===== config.mk =====
export PLATFORM = sky130hd
export DESIGN_NAME = ahb_sram_if_flat
export DESIGN_NICKNAME = d
export VERILOG_FILES = /design/src/rtl/ahb_sram_if_if.sv /design/src/rtl/ahb_sram_if.sv /design/src/flat_wrapper.sv
export SDC_FILE = /design/constraint.sdc
export NUM_CORES = 1
export LEC_CHECK = 0
export ABC_AREA = 1
export BUFFER_PORTS_ARGS = -buffer_cell sky130_fd_sc_hd__buf_4
export CORE_MARGIN = 8
export CORE_UTILIZATION = 38
export CTS_CLUSTER_DIAMETER = 80
export DETAILED_ROUTE_END_ITERATION = 8
export PLACE_DENSITY = 0.85
export SLEW_MARGIN = 20
export SYNTH_ARGS = -nofsm -noshare
export SYNTH_HDL_FRONTEND = slang
export SYNTH_SLANG_ARGS = --single-unit

===== constraint.sdc =====
create_clock -name clk -period 1.7 [get_ports clk]
set_clock_uncertainty 0.05 [all_clocks]
set_input_delay 0.255 -clock clk [delete_from_list [all_inputs] [get_ports clk]]
set_output_delay 0.255 -clock clk [all_outputs]
set_load 0.1 [all_outputs]

===== src/rtl/ahb_sram_if_if.sv =====
// AHB-Lite bus bundle between an AHB master/interconnect and the ahb_sram_if slave.
// Handshake: an address phase is taken on a cycle where HSEL & HREADY & HTRANS[1] are high
// and the slave's HREADYOUT is high. A data phase completes on the first cycle with HREADYOUT=1.
// HRESP and HRDATA are meaningful in that completing cycle, and HWDATA must be held until then.
interface ahb_sram_if_if #(
  parameter int DATA_WIDTH = 32
);
  logic                  HSEL;
  logic [31:0]           HADDR;
  logic [1:0]            HTRANS;
  logic                  HWRITE;
  logic [2:0]            HSIZE;
  logic [DATA_WIDTH-1:0] HWDATA;
  logic                  HREADY;
  logic [DATA_WIDTH-1:0] HRDATA;
  logic                  HREADYOUT;
  logic                  HRESP;

  modport master (
    output HSEL, HADDR, HTRANS, HWRITE, HSIZE, HWDATA, HREADY,
    input  HRDATA, HREADYOUT, HRESP
  );

  modport slave (
    input  HSEL, HADDR, HTRANS, HWRITE, HSIZE, HWDATA, HREADY,
    output HRDATA, HREADYOUT, HRESP
  );
endinterface


===== src/rtl/ahb_sram_if.sv =====
// AHB-Lite slave bridging to a single-port synchronous SRAM (registered address, data next cycle).
// Define AHB_SRAM_IF_ERR_EN to answer illegal size/alignment with a two-cycle ERROR response.
module ahb_sram_if #(
  parameter int ADDRESS_WIDTH = 10,
  parameter int DATA_WIDTH    = 32,
  parameter int BYTES         = 4
) (
  input  logic                     clk,
  input  logic                     rst,
  ahb_sram_if_if.slave             ahb,
  output logic [ADDRESS_WIDTH-1:0] sram_addr,
  output logic [DATA_WIDTH-1:0]    sram_data,
  output logic [BYTES-1:0]         sram_b_en,
  output logic                     sram_wren,
  input  logic [DATA_WIDTH-1:0]    sram_q,
  output logic [2:0]               dbg_state
);

  // State names the kind of data phase currently on the bus.
`ifdef AHB_SRAM_IF_ERR_EN
  typedef enum logic [2:0] {
    IDLE     = 3'd0,
    WR       = 3'd1,
    RD       = 3'd2,
    RD_STALL = 3'd3,
    ERR1     = 3'd4,
    ERR2     = 3'd5
  } state_t;
`else
  typedef enum logic [2:0] {
    IDLE     = 3'd0,
    WR       = 3'd1,
    RD       = 3'd2,
    RD_STALL = 3'd3
  } state_t;
`endif

  state_t                   state_q, state_d;
  logic [ADDRESS_WIDTH-1:0] addr_q, addr_d;
  logic [BYTES-1:0]         lanes_q, lanes_d;
  logic [ADDRESS_WIDTH-1:0] sram_addr_q, sram_addr_d;
  logic [DATA_WIDTH-1:0]    sram_data_q, sram_data_d;

  logic [ADDRESS_WIDTH-1:0] haddr_word;
  logic [BYTES-1:0]         lane_dec;
  logic                     bad_xfer;
  logic                     accept;
  logic                     hreadyout_c;
  logic                     hresp_c;
  logic [DATA_WIDTH-1:0]    hrdata_c;
  logic                     sram_wren_c;
  logic [BYTES-1:0]         sram_b_en_c;
  logic                     unused_bits;

  assign haddr_word  = ahb.HADDR[ADDRESS_WIDTH+1:2];
  assign unused_bits = ^{ahb.HADDR[31:ADDRESS_WIDTH+2], ahb.HTRANS[0]};

  always_comb begin
    lane_dec = '1;
    case (ahb.HSIZE)
      3'd0:    lane_dec = BYTES'(1) << ahb.HADDR[1:0];
      3'd1:    lane_dec = BYTES'(3) << {ahb.HADDR[1], 1'b0};
      default: lane_dec = '1;
    endcase
  end

  assign bad_xfer = (ahb.HSIZE > 3'd2)
                  | ((ahb.HSIZE == 3'd1) & ahb.HADDR[0])
                  | ((ahb.HSIZE == 3'd2) & (|ahb.HADDR[1:0]));

  always_comb begin
    hreadyout_c = 1'b1;
    hresp_c     = 1'b0;
    hrdata_c    = '0;
    sram_wren_c = 1'b0;
    sram_b_en_c = '0;
    sram_addr_d = sram_addr_q;
    sram_data_d = sram_data_q;
    state_d     = IDLE;
    addr_d      = addr_q;
    lanes_d     = lanes_q;
    accept      = 1'b0;

    case (state_q)
      WR: begin
        sram_wren_c = 1'b1;
        sram_b_en_c = lanes_q;
        sram_addr_d = addr_q;
        sram_data_d = ahb.HWDATA;
      end
      RD:       hrdata_c = sram_q;
      RD_STALL: begin
        hreadyout_c = 1'b0;
        sram_addr_d = addr_q;
      end
`ifdef AHB_SRAM_IF_ERR_EN
      ERR1: begin
        hresp_c     = 1'b1;
        hreadyout_c = 1'b0;
      end
      ERR2:     hresp_c = 1'b1;
`endif
      default: ;
    endcase

    // A stalled data phase blocks any new address phase, even if HREADY is forced high.
    accept = ahb.HSEL & ahb.HREADY & ahb.HTRANS[1] & hreadyout_c;

    if (state_q == RD_STALL) begin
      state_d = RD;
`ifdef AHB_SRAM_IF_ERR_EN
    end else if (state_q == ERR1) begin
      state_d = ERR2;
`endif
    end else if (accept) begin
      if (bad_xfer) begin
`ifdef AHB_SRAM_IF_ERR_EN
        state_d = ERR1;
`else
        state_d = IDLE;
`endif
      end else if (ahb.HWRITE) begin
        state_d = WR;
        addr_d  = haddr_word;
        lanes_d = lane_dec;
      end else if (state_q == WR) begin
        // SRAM port is busy with the write this cycle; replay the read address next cycle.
        state_d = RD_STALL;
        addr_d  = haddr_word;
      end else begin
        state_d     = RD;
        sram_addr_d = haddr_word;
      end
    end
  end

  always_ff @(posedge clk or posedge rst) begin
    if (rst) begin
      state_q     <= IDLE;
      addr_q      <= '0;
      lanes_q     <= '0;
      sram_addr_q <= '0;
      sram_data_q <= '0;
    end else begin
      state_q     <= state_d;
      addr_q      <= addr_d;
      lanes_q     <= lanes_d;
      sram_addr_q <= sram_addr_d;
      sram_data_q <= sram_data_d;
    end
  end

  assign ahb.HREADYOUT = hreadyout_c;
  assign ahb.HRESP     = hresp_c;
  assign ahb.HRDATA    = hrdata_c;
  assign sram_addr     = sram_addr_d;
  assign sram_data     = sram_data_d;
  assign sram_b_en     = sram_b_en_c;
  assign sram_wren     = sram_wren_c;
  assign dbg_state     = state_q;

endmodule


===== src/flat_wrapper.sv =====
// flat-port wrapper written by rule: the top's interface ports become plain ports
module ahb_sram_if_flat 
#(
  parameter int ADDRESS_WIDTH = 10,
  parameter int DATA_WIDTH    = 32,
  parameter int BYTES         = 4
)
  (clk, rst, sram_addr, sram_data, sram_b_en, sram_wren, sram_q, dbg_state, ahb_HSEL, ahb_HADDR, ahb_HTRANS, ahb_HWRITE, ahb_HSIZE, ahb_HWDATA, ahb_HREADY, ahb_HRDATA, ahb_HREADYOUT, ahb_HRESP);
  ahb_sram_if_if #(.DATA_WIDTH(DATA_WIDTH)) ahb_i ();
  input  logic clk;
  input  logic rst;
  output logic [ADDRESS_WIDTH-1:0] sram_addr;
  output logic [DATA_WIDTH-1:0] sram_data;
  output logic [BYTES-1:0] sram_b_en;
  output logic sram_wren;
  input  logic [DATA_WIDTH-1:0] sram_q;
  output logic [2:0] dbg_state;
  input wire logic [$bits(ahb_i.HSEL)-1:0] ahb_HSEL;
  input wire logic [$bits(ahb_i.HADDR)-1:0] ahb_HADDR;
  input wire logic [$bits(ahb_i.HTRANS)-1:0] ahb_HTRANS;
  input wire logic [$bits(ahb_i.HWRITE)-1:0] ahb_HWRITE;
  input wire logic [$bits(ahb_i.HSIZE)-1:0] ahb_HSIZE;
  input wire logic [$bits(ahb_i.HWDATA)-1:0] ahb_HWDATA;
  input wire logic [$bits(ahb_i.HREADY)-1:0] ahb_HREADY;
  output wire logic [$bits(ahb_i.HRDATA)-1:0] ahb_HRDATA;
  output wire logic [$bits(ahb_i.HREADYOUT)-1:0] ahb_HREADYOUT;
  output wire logic [$bits(ahb_i.HRESP)-1:0] ahb_HRESP;
  assign ahb_i.HSEL = ahb_HSEL;
  assign ahb_i.HADDR = ahb_HADDR;
  assign ahb_i.HTRANS = ahb_HTRANS;
  assign ahb_i.HWRITE = ahb_HWRITE;
  assign ahb_i.HSIZE = ahb_HSIZE;
  assign ahb_i.HWDATA = ahb_HWDATA;
  assign ahb_i.HREADY = ahb_HREADY;
  assign ahb_HRDATA = ahb_i.HRDATA;
  assign ahb_HREADYOUT = ahb_i.HREADYOUT;
  assign ahb_HRESP = ahb_i.HRESP;
  ahb_sram_if #(.ADDRESS_WIDTH(ADDRESS_WIDTH), .DATA_WIDTH(DATA_WIDTH), .BYTES(BYTES)) u_core (.clk(clk), .rst(rst), .ahb(ahb_i), .sram_addr(sram_addr), .sram_data(sram_data), .sram_b_en(sram_b_en), .sram_wren(sram_wren), .sram_q(sram_q), .dbg_state(dbg_state));
endmodule

==> key figures, run 1 <==
Outcome
  – Status: stopped before the end
  – Stopped at: global routing
  – First error: [ERROR GRT-0232] Routing congestion too high. Check the congestion heatmap in the GUI.

Synthesis
  – Main combinational cell family by area after synthesis: simple AND/OR/NAND/NOR gates
  – Netlist cell types: 17
  – Synth Area in XOR/XNOR: 0%
  – Register area share after synthesis: 51.3%
  – Synth Area in Simple Gates: 36.7%
  – Syn Inst Count: 395
  – Mux cell area share after synthesis: 0%
  – Syn_area_per_cell: 7.17 µm²
  – Synth Area in Compound Gates: ~2.1%
  – Cell Area, Synth: 2830 µm²
  – Synth Area in Adders: 0%
  – Synth Register Bits: 58
  – Yosys warns: 0

Clock network
  – Num CTS Buffers: 9
  – H-tree lvl count: 3
  – Root Buffer: clkbuf_8
  – Clock sink count: 58
  – CTS Buffer Depth: 2

Global route
  – GRT Total Usage: 69.9%
  – Initial antenna violation count: 1
  – Largest net degree at the start of global routing: 35
  – Grt ovf: 118

Floorplan
  – Num rows: 31
  – Die W: 102 µm
  – Starting density of the core: 39.0%
  – IO Count: 190
  – DIE HEIGHT: slightly above 100 µm

Placed design
  – Dpl hpwl: 8900 µm
  – Placed Cells: just under 700
  – GP Congestion: 0.831
  – # port buffers: between 150 and 200

STA
  – GR repair worst EP: sram_addr[3]
  – Worst ep type: primary output
[per-layer routing]
metal,track usage [%],GRT overflow
met1,66.3,0
met5,9.69,0
met3,52.9,0
met2,89.1,73
met4,78.3,45
[cells by family after synthesis]
group / count (synthesis)
buf+inv: 68
compound gates: 12
flops: 58
other cells: 1
simple gates: 256
[what timing repair did]
action | in CTS
endpoints found under the setup margin | 79
gates resized for setup | 222
hold buffers | 1
endpoints found under the hold margin | 58
setup buffers | 6
pin swaps | 9
gates cloned | 2
[cell usage after synthesis]
library cell | number | area share (%)
o21ai_0 | 2 | 0.35
buf_4 | 2 | 0.53
nor2_2 | 4 | 0.88
nand3_1 | 2 | 0.35
nand2_4 | 1 | 0.40
nor2_4 | 1 | 0.40
nor2_1 | 40 | 5.3
conb_1 | 1 | 0.13
clkbuf_1 | 5 | 0.66
inv_2 | 2 | 0.27
nand4_1 | 16 | 3.5
inv_1 | 47 | 6.2
o21ai_1 | 10 | 1.8
dfrtp_1 | 58 | 51
nand2_1 | 188 | 25
buf_2 | 12 | 2.1
nand2_2 | 4 | 0.88
[through the flow]
step | hold slack, ps | setup TNS, ps | setup slack (ps) | area (µm²)
3_5_place_dp | 282 | -4020 | -125 | 5630
2_1_floorplan | 298 | -32170 | -356 | 4000
4_1_cts | 123 | -23450 | -374 | 6890
3_3_place_gp | 275 | -3220 | -102 | 5630
==> inputs of run 2 (changes only) <==
--- a/config.mk
+++ b/config.mk
@@ -8,10 +8,9 @@
 export ABC_AREA = 1
 export BUFFER_PORTS_ARGS = -buffer_cell sky130_fd_sc_hd__buf_4
 export CORE_MARGIN = 8
-export CORE_UTILIZATION = 38
-export CTS_CLUSTER_DIAMETER = 80
+export CORE_UTILIZATION = 25
 export DETAILED_ROUTE_END_ITERATION = 8
-export PLACE_DENSITY = 0.85
+export PLACE_DENSITY_LB_ADDON = 0.15
 export SLEW_MARGIN = 20
 export SYNTH_ARGS = -nofsm -noshare
 export SYNTH_HDL_FRONTEND = slang
==> constraint.sdc (replaced) <==
create_clock -name clk -period 2.2 [get_ports clk]
set_clock_uncertainty 0.05 [all_clocks]
set_input_delay 0.33 -clock clk [delete_from_list [all_inputs] [get_ports clk]]
set_output_delay 0.33 -clock clk [all_outputs]
set_load 0.1 [all_outputs]
==> key figures, run 2 <==
Outcome
  – Status: completed

Synthesis
  – Synth Register Bits: 58 (unchanged)
  – Asr flop ratio synth: 100% (unchanged)
  – Syn_area_per_cell: 7.17 µm² (unchanged)
  – Syn Inst Count: 395 (unchanged)
  – Leading area contributor after synthesis: dfrtp_1
  – Cell Area, Synth: 2830 µm² (unchanged)
  – Netlist cell types: 17 (unchanged)
  – Register area share after synthesis: 51.3% (unchanged)
  – Post-synth EDFFs: 0 (unchanged)
  – Synth cell count leaders: nand2_1, dfrtp_1, inv_1
  – Share of the synthesized area in the top cell type: 51.3% (unchanged)
  – Yosys warns: 0 (unchanged)
  – Largest cells by area after synthesis: dfrtp_1, nand2_1, inv_1, nor2_1, nand4_1
  – Most frequent cell after synthesis: nand2_1
  – Ys flop type: dfrtp_1

STA
  – Fin worst setup slack: 33.8 ps
  – Setup_tns: 0 ps
  – Max_slew headroom: 54.9%
  – Final Slew Violations: 0
  – Final Hold Fails: 0
  – Period Utilization, post-route: a little over nine tenths
  – F_max: approximately 460 MHz
  – Hold slack: 176 ps
  – # setup viols final: 0
  – Final min period: 2170 ps
  – Slew @ Worst Pin: 676 ps
  – RSZ-0062 raised after global routing: yes

Power and ir drop
  – Cell internal pwr: between 3 and 4 mW
  – Max VDD drop: 0.514 mV
  – Clock power frac: 24.0%
  – Gate power share: about half
  – Sw Ratio: 47.6%
  – Flop pwr share: 24.6%
  – PwrDens: 1070 nW/µm²
  – P_leak: 2.83 nW
  – NetSw: approximately 2.7 mW

Routing
  – DRT Pass-1 Iters: 4
  – Routed vias: between 3000 and 4000
  – DR DRC count: 0
  – Starting DRT DRC Count: 70
  – ANT nets after route: 0
  – Mean routed wirelength per cell: around 14 µm
  – Total Routed Length: between 10000 and 15000 µm
  – Via density: 4.25

Floorplan
  – DIE HEIGHT: 122 µm (+20%)
  – Die area: 15000 µm²
  – Num rows: 39 (+26%)
  – Die W: 122 µm (+20%)
  – IO Count: 190 (unchanged)
  – Starting density of the core: 25.2% (-14 points)
  – Placeable Area: 11200 µm²

Critical path
  – CP required: 1820 ps
  – Arrival time worst endpoint: 1790 ps
  – Flop2flop setup slack: 580 ps
  – CP Capture Type: output pin
  – Crit Path Class: flip-flop to output pin
  – Crit path max fanout: 5
  – CP Launch Type: flip-flop

Job
  – Max_cap viols: 0

Layout
  – Nets: just under 700
  – ANT cells: 0
  – Sequential cell area: approximately 1500 µm²
  – Share of layout cells above drive strength 1: 52.2%
  – Layout fillers: 1089
  – Biggest register: u_core.sram_data_q
  – Multi-input gate area: 1590 µm²
  – Most frequent cells in the layout: buf_4, nand2_1, dfrtp_1
  – Leading registers by flop count: u_core.sram_data_q (32), u_core.addr_q (10), u_core.sram_addr_q (10)
  – Max reg flops: 32
  – Commonest non-fill, non-tap cell in the layout: buf_4
  – Area Growth Syn to Fin: 90.0%

Global route
  – Vias in the first global route: roughly 3000
  – Largest net degree at the start of global routing: 50
  – Initial antenna violation count: 0
  – GRT Total Usage: 13.0%
  – First-pass GRT wire length: 15200 µm
  – Grt ovf: 0

Clock network
  – Reg clk slew, reported paths: approximately 50 ps
  – Root Buffer: clkbuf_16
  – CTS Buffer Depth: 2 (unchanged)
  – Num CTS Buffers: 9 (unchanged)
  – Clk_lat worst skew: 320 ps
  – H-tree lvl count: 3 (unchanged)
  – CTS tree: done
  – Clock sink count: 58 (unchanged)

Placed design
  – # port buffers: 166 (unchanged)
  – Setup slack at placement: 180 ps (+306 ps)
  – Dpl hpwl: 7380 µm (-17%)
  – GP Congestion: 0.778 (-6.4%)

Worst hold path
  – Hold WC Path Type: primary input to flip-flop
## run 2: routing by layer
layer,track usage [%],up-vias,part of all wire (%)
li1,-,1539,-
met2,21.5,117,48
met4,4.42,0,1.5
met5,0,-,0
met3,4.51,12,8.5
met1,15.4,1409,41
## run 2: repair_timing
action,CTS,global route
cloned,1,0
hold endpoints to repair,9,0
hold buffers,1,0
gates resized for setup,30,43
setup buffers,3,7
pin swaps,3,13
setup endpoints to repair,10,42
## run 2: area by class of cell
class | instances | share of cell area (%)
repair buffers | 189 | 31.2
multi-input cells | 271 | 29.6
flip-flops and latches | 58 | 27.0
clock buffers | 12 | 4.77
inverters | 49 | 3.42
well taps | 143 | 3.33
clock inverters | 2 | 0.698
## run 2: kinds of logic after synthesis
kind of cell | share of synthesized area (%)
buf+inv | 9.81
compound gates | 2.12
other cells | 0.132
simple gates | 36.7
flops | 51.3
## run 2: worst paths after layout
check                                     from  depth (start not counted)                      to
max                        u_core.dbg_state[0]                          9            sram_addr[3]
min                             ahb_HWDATA[20]                          3  u_core.sram_data_q[20]
max reg2reg                u_core.dbg_state[1]                          6        u_core.addr_q[2]
min reg2reg                  u_core.lanes_q[2]                          2       u_core.lanes_q[2]
max in group asynchronous                  rst                          4     u_core.dbg_state[0]
min in group asynchronous                  rst                          3   u_core.sram_data_q[0]
## run 2: power by group through the flow
stage | Clock, mW | Sequential, mW | Combinational, mW
2_1_floorplan | 0 | 1.42 | 2.17
3_3_place_gp | 0 | 1.43 | 2.74
3_5_place_dp | 0 | 1.43 | 2.75
4_1_cts | 1.42 | 1.42 | 2.83
5_1_grt | 1.48 | 1.45 | 3.09
6_report | 1.38 | 1.42 | 2.96
## run 2: worst max-delay path, stage by stage, from the launching register on
cell,delay [ps]
dfrtp_2,430
buf_6,130
nand2_4,70
nand2_4,50
inv_2,60
nand2_4,70
nor2_4,260
nand2_2,110
nand2_4,100
buf_12,170
## run 2: through the flow
stage	cells	utilization (%)	cell area, µm²	total power [mW]
6_report	724	47.9	5380	5.76
5_1_grt	724	47.9	5380	6.02
4_1_cts	717	46.0	5160	5.67
3_5_place_dp	698	42.0	4710	4.18
3_3_place_gp	698	42.0	4710	4.16
2_1_floorplan	396	-	3240	3.59
No activity file was read; power rests on OpenSTA's default activity.
==> inputs of run 3 (changes only) <==
==> constraint.sdc (replaced) <==
create_clock -name clk -period 2.1 [get_ports clk]
set_clock_uncertainty 0.05 [all_clocks]
set_input_delay 0.315 -clock clk [delete_from_list [all_inputs] [get_ports clk]]
set_output_delay 0.315 -clock clk [all_outputs]
set_load 0.1 [all_outputs]
==> key figures, run 3 (synthesis gave the netlist of run 2 again) <==
Job
  – Max_cap viols: 0 (unchanged)

Critical path
  – Worst path max stage delay: 450 ps (+20 ps)
  – Crit path depth: 9 (unchanged)
  – Flop2flop setup slack: 530 ps (-50 ps)
  – Crit Path Class: flip-flop to output pin
  – Critical Path Most Common Cell: nand2_4
  – Crit. Startpoint: u_core.dbg_state[0]
  – Cells along the critical path: nand2_4 -> inv_2 -> nor2_4 -> nand2_4 -> nor2_4 -> buf_8 -> nand2_4 -> nand2_4 -> buf_12
  – Arrival time worst endpoint: 1750 ps (-40 ps)
  – Crit path max fanout: 5 (unchanged)
  – Worst path slowest cell: dfrtp_2
  – CP Capture Type: output pin
  – CP Launch Type: flip-flop
  – CP bufs+invs: 3 (unchanged)
  – CP top delay family: simple AND/OR/NAND/NOR gates
  – R2r endpoint: u_core.addr_q[6]
  – Worst r2r path cells: 6 (unchanged)
  – Critical R2R Launch: u_core.dbg_state[0]
  – Crit path to: sram_addr[3]
  – CP required: 1740 ps (-80 ps)

Floorplan
  – Starting density of the core: 25.2% (unchanged)
  – Placeable Area: 11200 µm² (unchanged)
  – Num rows: 39 (unchanged)
  – IO Count: 190 (unchanged)
  – Die W: 122 µm (unchanged)
  – Die area: 15000 µm² (unchanged)
  – DIE HEIGHT: 122 µm (unchanged)

Placed design
  – GP Congestion: 0.786 (+1.0%)
  – Placed cell area: 4730 µm² (+0.29%)
  – # port buffers: 166 (unchanged)
  – Dpl hpwl: 7270 µm (-1.5%)
  – Setup slack at placement: 103 ps (-77.5 ps)

Global route
  – First-pass GRT wire length: 16100 µm (+5.8%)
  – Initial antenna violation count: 0 (unchanged)
  – Largest net degree at the start of global routing: 37 (-26%)
  – Grt ovf: 0 (unchanged)
  – Vias in the first global route: 3279 (+9.0%)
  – GRT Total Usage: 13.5% (+0.51 points)

Clock network
  – Num CTS Buffers: 9 (unchanged)
  – CTS Hold Bufs: 0 (-1)
  – Clock sink count: 58 (unchanged)
  – Clk_lat worst skew: 320 ps (about the same)
  – H-tree lvl count: 3 (unchanged)
  – Root Buffer: clkbuf_16
  – CTS tree: done
  – CTS Buffer Depth: 2 (unchanged)
  – Reg clk slew, reported paths: 50 ps (about the same)

Layout
  – Most frequent cells in the layout: nand2_1, buf_4, buf_12
  – Nets: 683 (-0.15%)
  – Area Growth Syn to Fin: 121%
  – Sequential cell area: 1450 µm² (unchanged)
  – ANT cells: 0 (unchanged)
  – Commonest non-fill, non-tap cell in the layout: nand2_1
  – Leading registers by flop count: u_core.sram_data_q (32), u_core.addr_q (10), u_core.sram_addr_q (10)
  – Max reg flops: 32 (unchanged)
  – Layout Utilization: 55.8% (+7.8 points)
  – Layout fillers: 979 (-10%)
  – Share of layout cells above drive strength 1: 57.4% (+5.2 points)
  – Multi-input gate area: 1750 µm² (+10%)
  – Final instance area: 6260 µm² (+16%)
  – Biggest register: u_core.sram_data_q

Outcome
  – Status: finished with violations
  – Failing checks: negative setup slack

STA
  – Final Hold Fails: 0 (unchanged)
  – Final min period: 2110 ps
  – Slew @ Worst Pin: 638 ps (-37.7 ps)
  – Max_slew headroom: 57.4% (+2.5 points)
  – Hold slack: 31.8 ps (-145 ps)
  – Final Slew Violations: 0 (unchanged)
  – Period Utilization, post-route: 101%
  – Setup_tns: -51.8 ps (-51.8 ps)
  – F_max: 473 MHz
  – # setup viols final: 6 (+6)
  – RSZ-0062 raised after global routing: yes
  – Fin worst setup slack: -14.9 ps (-48.7 ps)

Power and ir drop
  – P_leak: 3.17 nW (+12%)
  – Max VDD drop: 0.647 mV (+26%)
  – PwrDens: 1050 nW/µm² (-1.7%)

Routing
  – Via density: 4.32 (+1.7%)
  – Mean routed wirelength per cell: 14.9 µm (+6.7%)
  – DRT Pass-1 Iters: 4 (unchanged)
  – ANT nets after route: 0 (unchanged)
  – Total Routed Length: 10800 µm (+6.8%)
  – Routed vias: 3134 (+1.9%)
  – Starting DRT DRC Count: 104 (+49%)
  – DR DRC count: 0 (unchanged)

Worst hold path
  – Hold WC Path Type: primary input to asynchronous set/reset pin
-- run 3: changes by cell type in the layout (fill, tap and decap cells not counted), moves of 29 or more --
cell,previous run,this run
nand2_4,17,51
buf_12,9,73
buf_4,144,105
nor2_4,37,4
buf_6,32,3
nor2_2,4,37
-- run 3: repair_timing --
item / CTS / global route
endpoints found under the hold margin: 0 / 0
buffers inserted: 6 / 4
resized for setup: 125 / 157
setup endpoints to repair: 75 / 75
gates cloned: 1 / 0
pin swaps: 5 / 13
-- run 3: final cells by class --
type	instances	share of cell area, %
clock buffers	10	3.82
clock inverters	6	0.680
inverters	49	3.00
multi-input cells	270	28.0
flip-flops and latches	58	23.2
well taps	143	2.86
repair buffers	189	38.4
-- run 3: worst min path at each step --
stage | from | endpoint | slack (ps) | cells after the start
5_1_grt | rst | u_core.lanes_q[0] | 90 | 2
2_1_floorplan | u_core.addr_q[0] | u_core.addr_q[0] | 390 | 2
3_5_place_dp | rst | u_core.lanes_q[0] | 410 | 2
4_1_cts | rst | u_core.lanes_q[0] | 60 | 2
6_report | rst | u_core.lanes_q[0] | 30 | 2
3_3_place_gp | rst | u_core.lanes_q[0] | 400 | 2
-- run 3: worst reg2reg max path, cell delays in order (launching register included) --
cell and delay [ps]:
dfrtp_2 450, nand2_4 90, buf_4 110, nand2_1 50, nor2_2 470, nand4_1 170, nand2_1 110
-- run 3: report_power, final --
group | leakage [nW] | switching [mW] | internal, mW
Combinational | 2.34 | 2.47 | 1.28
Sequential | 0.698 | 0.0893 | 1.40
Clock | 0.134 | 0.524 | 0.828
Total | 3.17 | 3.09 | 3.50
-- run 3: metal layers --
| metal | global-route usage (%) | share of wire, % | wire length [µm] |
|---|---|---|---|
| met2 | 24.3 | 52 | 5630 |
| met5 | 0 | 0 | 0 |
| met3 | 4.42 | 7.8 | 847 |
| met4 | 3.88 | 1.1 | 123 |
| met1 | 14.8 | 39 | 4210 |
-- run 3: metrics by stage --
stage	power (mW)	cells
2_1_floorplan	3.87	396
3_3_place_gp	4.47	699
3_5_place_dp	4.49	699
4_1_cts	6.43	722
5_1_grt	6.85	725
6_report	6.59	725
==> inputs of run 4 (changes only) <==
--- a/config.mk
+++ b/config.mk
@@ -10,6 +10,7 @@
 export CORE_MARGIN = 8
 export CORE_UTILIZATION = 25
 export DETAILED_ROUTE_END_ITERATION = 8
+export GPL_TIMING_DRIVEN = 0
 export PLACE_DENSITY_LB_ADDON = 0.15
 export SLEW_MARGIN = 20
 export SYNTH_ARGS = -nofsm -noshare
==> key figures, run 4 (synthesis gave the netlist of run 2 again) <==
Outcome
  – Status: completed

Global route
  – GR peak layer: met2
  – GR Util met2: 22.9% (-1.5 points)
  – Grt ovf: 0 (unchanged)
  – First-pass GRT wire length: 15900 µm (-1.2%)
  – GRT Total Usage: 13.4% (-0.041 points)
  – Vias in the first global route: 3179 (-3.0%)
  – Largest net degree at the start of global routing: 37 (unchanged)
  – Initial antenna violation count: 0 (unchanged)
  – Met1 GRT Util: 15.8% (+1.0 points)
  – Met3 Use GR: 4.23% (-0.18 points)

Power and ir drop
  – Flop pwr share: 22.1% (-0.5 points)
  – NetSw: 3.08 mW (about the same)
  – Clock power frac: 23.7% (+3.2 points)
  – P_leak: 3.12 nW (-1.8%)
  – Cell internal pwr: 3.63 mW (+3.6%)
  – Max VDD drop: 0.551 mV (-15%)
  – Gate power share: 54.2% (-2.7 points)
  – Sw Ratio: 46.0% (-0.87 points)
  – PwrDens: 1100 nW/µm² (+4.1%)

Floorplan
  – Placeable Area: 11200 µm² (unchanged)
  – Starting density of the core: 25.2% (unchanged)
  – DIE HEIGHT: 122 µm (unchanged)
  – Die area: 15000 µm² (unchanged)
  – Die W: 122 µm (unchanged)
  – IO Count: 190 (unchanged)
  – Num rows: 39 (unchanged)

STA
  – # setup viols final: 0 (-6)
  – Period Utilization, post-route: 99.2% (-1.5 points)
  – F_max: 480 MHz (+1.5%)
  – Final min period: 2080 ps (-31.3 ps)
  – Final Slew Violations: 0 (unchanged)
  – RSZ-0062 raised after global routing: yes
  – Final Hold Fails: 0 (unchanged)
  – Setup_tns: 0 ps (+51.8 ps)

Layout
  – Final instance area: 6120 µm² (-2.1%)
  – Share of layout cells above drive strength 1: 55.6% (-1.7 points)
  – Leading registers by flop count: u_core.sram_data_q (32), u_core.addr_q (10), u_core.sram_addr_q (10)
  – Max reg flops: 32 (unchanged)
  – Most frequent cells in the layout: nand2_1, buf_4, dfrtp_1
  – Layout Utilization: 54.6% (-1.2 points)
  – Commonest non-fill, non-tap cell in the layout: nand2_1
  – Biggest register: u_core.sram_data_q
  – Area Growth Syn to Fin: 116%
  – ANT cells: 0 (unchanged)
  – Nets: 703 (+2.9%)

Critical path
  – Worst path max stage delay: 450 ps (about the same)
  – Worst path slowest cell: dfrtp_2
  – CP required: 1740 ps (about the same)
  – Arrival time worst endpoint: 1720 ps (-30 ps)
  – Crit Path Class: flip-flop to output pin
  – Crit path max fanout: 5 (unchanged)
  – CP bufs+invs: 3 (unchanged)
  – CP top delay family: flip-flops
  – CP Launch Type: flip-flop
  – Cells along the critical path: nand2_4 -> inv_4 -> nor2_4 -> nand2_8 -> buf_12 -> o21ai_4 -> nand2_4 -> buf_12
  – CP Capture Type: output pin

Job
  – Max_cap viols: 0 (unchanged)

Placed design
  – GP Congestion: 0.800 (+1.8%)
  – # port buffers: 166 (unchanged)
  – Placed cell area: 4700 µm² (-0.50%)
  – Dpl hpwl: 7570 µm (+4.1%)

Clock network
  – H-tree lvl count: 3 (unchanged)
  – Clock sink count: 58 (unchanged)
  – CTS tree: done
  – Num CTS Buffers: 9 (unchanged)
  – Clk_lat worst skew: 320 ps (about the same)
  – Root Buffer: clkbuf_16
  – CTS Buffer Depth: 2 (unchanged)
  – Reg clk slew, reported paths: 60 ps (about the same)

Worst hold path
  – Hold WC Path Type: primary input to flip-flop

Routing
  – Total Routed Length: 10500 µm (-3.2%)
  – Starting DRT DRC Count: 110 (+5.8%)
  – Via density: 4.22 (-2.4%)
  – DRT Pass-1 Iters: 4 (unchanged)
  – Mean routed wirelength per cell: 14.0 µm (-5.8%)
  – ANT nets after route: 0 (unchanged)
  – Routed vias: 3142 (+0.26%)
  – DR DRC count: 0 (unchanged)
-- run 4: cell count changes in the layout (fill, tap and decap cells not counted), moves of 3 or more --
cell,previous run,this run
nand2_1,122,139
buf_6,3,15
buf_2,0,4
inv_4,0,3
nand2_4,51,42
buf_12,73,28
nand2_2,19,10
buf_8,8,41
inv_2,4,1
buf_4,105,114
-- run 4: area by class of cell --
| cell class | instances | area, µm² |
|---|---|---|
| Clock inverter | 7 | 101 |
| Timing Repair Buffer | 190 | 2120 |
| Multi-Input combinational cell | 271 | 1690 |
| Buffer | 18 | 159 |
| Fill cell | 995 | 5100 |
| Sequential cell | 58 | 1450 |
| Tap cell | 143 | 179 |
| Clock buffer | 9 | 225 |
| Inverter | 49 | 191 |
-- run 4: path summary, 6_finish.rpt --
kind                                     start                     end  slack [ps]  cells past startpoint
setup reg to reg           u_core.dbg_state[1]   u_core.sram_addr_q[0]         590                      8
max in group asynchronous                  rst  u_core.sram_data_q[22]        1040                      4
hold / removal                   ahb_HWDATA[1]   u_core.sram_data_q[1]         180                      3
setup / recovery           u_core.dbg_state[1]            sram_addr[4]          20                      8
hold reg to reg               u_core.addr_q[2]        u_core.addr_q[2]         420                      2
min in group asynchronous                  rst     u_core.dbg_state[1]         470                      3
-- run 4: metal layers --
layer  vias up  part of all wire [%]  wire length (µm)
li1       1588                     -                 -
met1      1430                    40              4230
met5         -                     0                 0
met3        11                   8.7               914
met2       113                    50              5180
met4         0                   1.2               127
-- run 4: worst register-to-register path: cells and delay by family (launching register included) --
| family | cells | cell delay (ps) |
|---|---|---|
| AO/OA/AOI/OAI | 1 | 160 |
| buffers and inverters | 3 | 330 |
| flip-flops | 1 | 450 |
| AND/OR/NAND/NOR | 4 | 410 |
-- run 4: repair_timing --
item | CTS | global route
pin swaps | 7 | 8
setup endpoints to repair | 73 | 69
setup buffers | 10 | 9
hold buffers | 1 | 0
gates resized for setup | 128 | 96
cloned | 2 | 2
hold endpoints to repair | 22 | 0
-- run 4: through the flow --
stage	total power, mW	hold slack (ps)	instances	worst slack (ps)
finish	6.71	180	745	16.4
global route	6.98	184	745	-77.3
CTS	6.58	158	735	-15.1
detailed placement	4.48	263	706	19.2
global placement	4.46	406	705	-808
floorplan	3.87	392	396	-254
-- run 4: power groups by stage --
| stage | logic, mW | clock network (mW) | registers (mW) |
|---|---|---|---|
| 2_1_floorplan | 2.39 | 0 | 1.49 |
| 3_3_place_gp | 2.96 | 0 | 1.50 |
| 3_5_place_dp | 2.98 | 0 | 1.50 |
| 4_1_cts | 3.46 | 1.64 | 1.49 |
| 5_1_grt | 3.77 | 1.69 | 1.52 |
| 6_report | 3.64 | 1.59 | 1.49 |
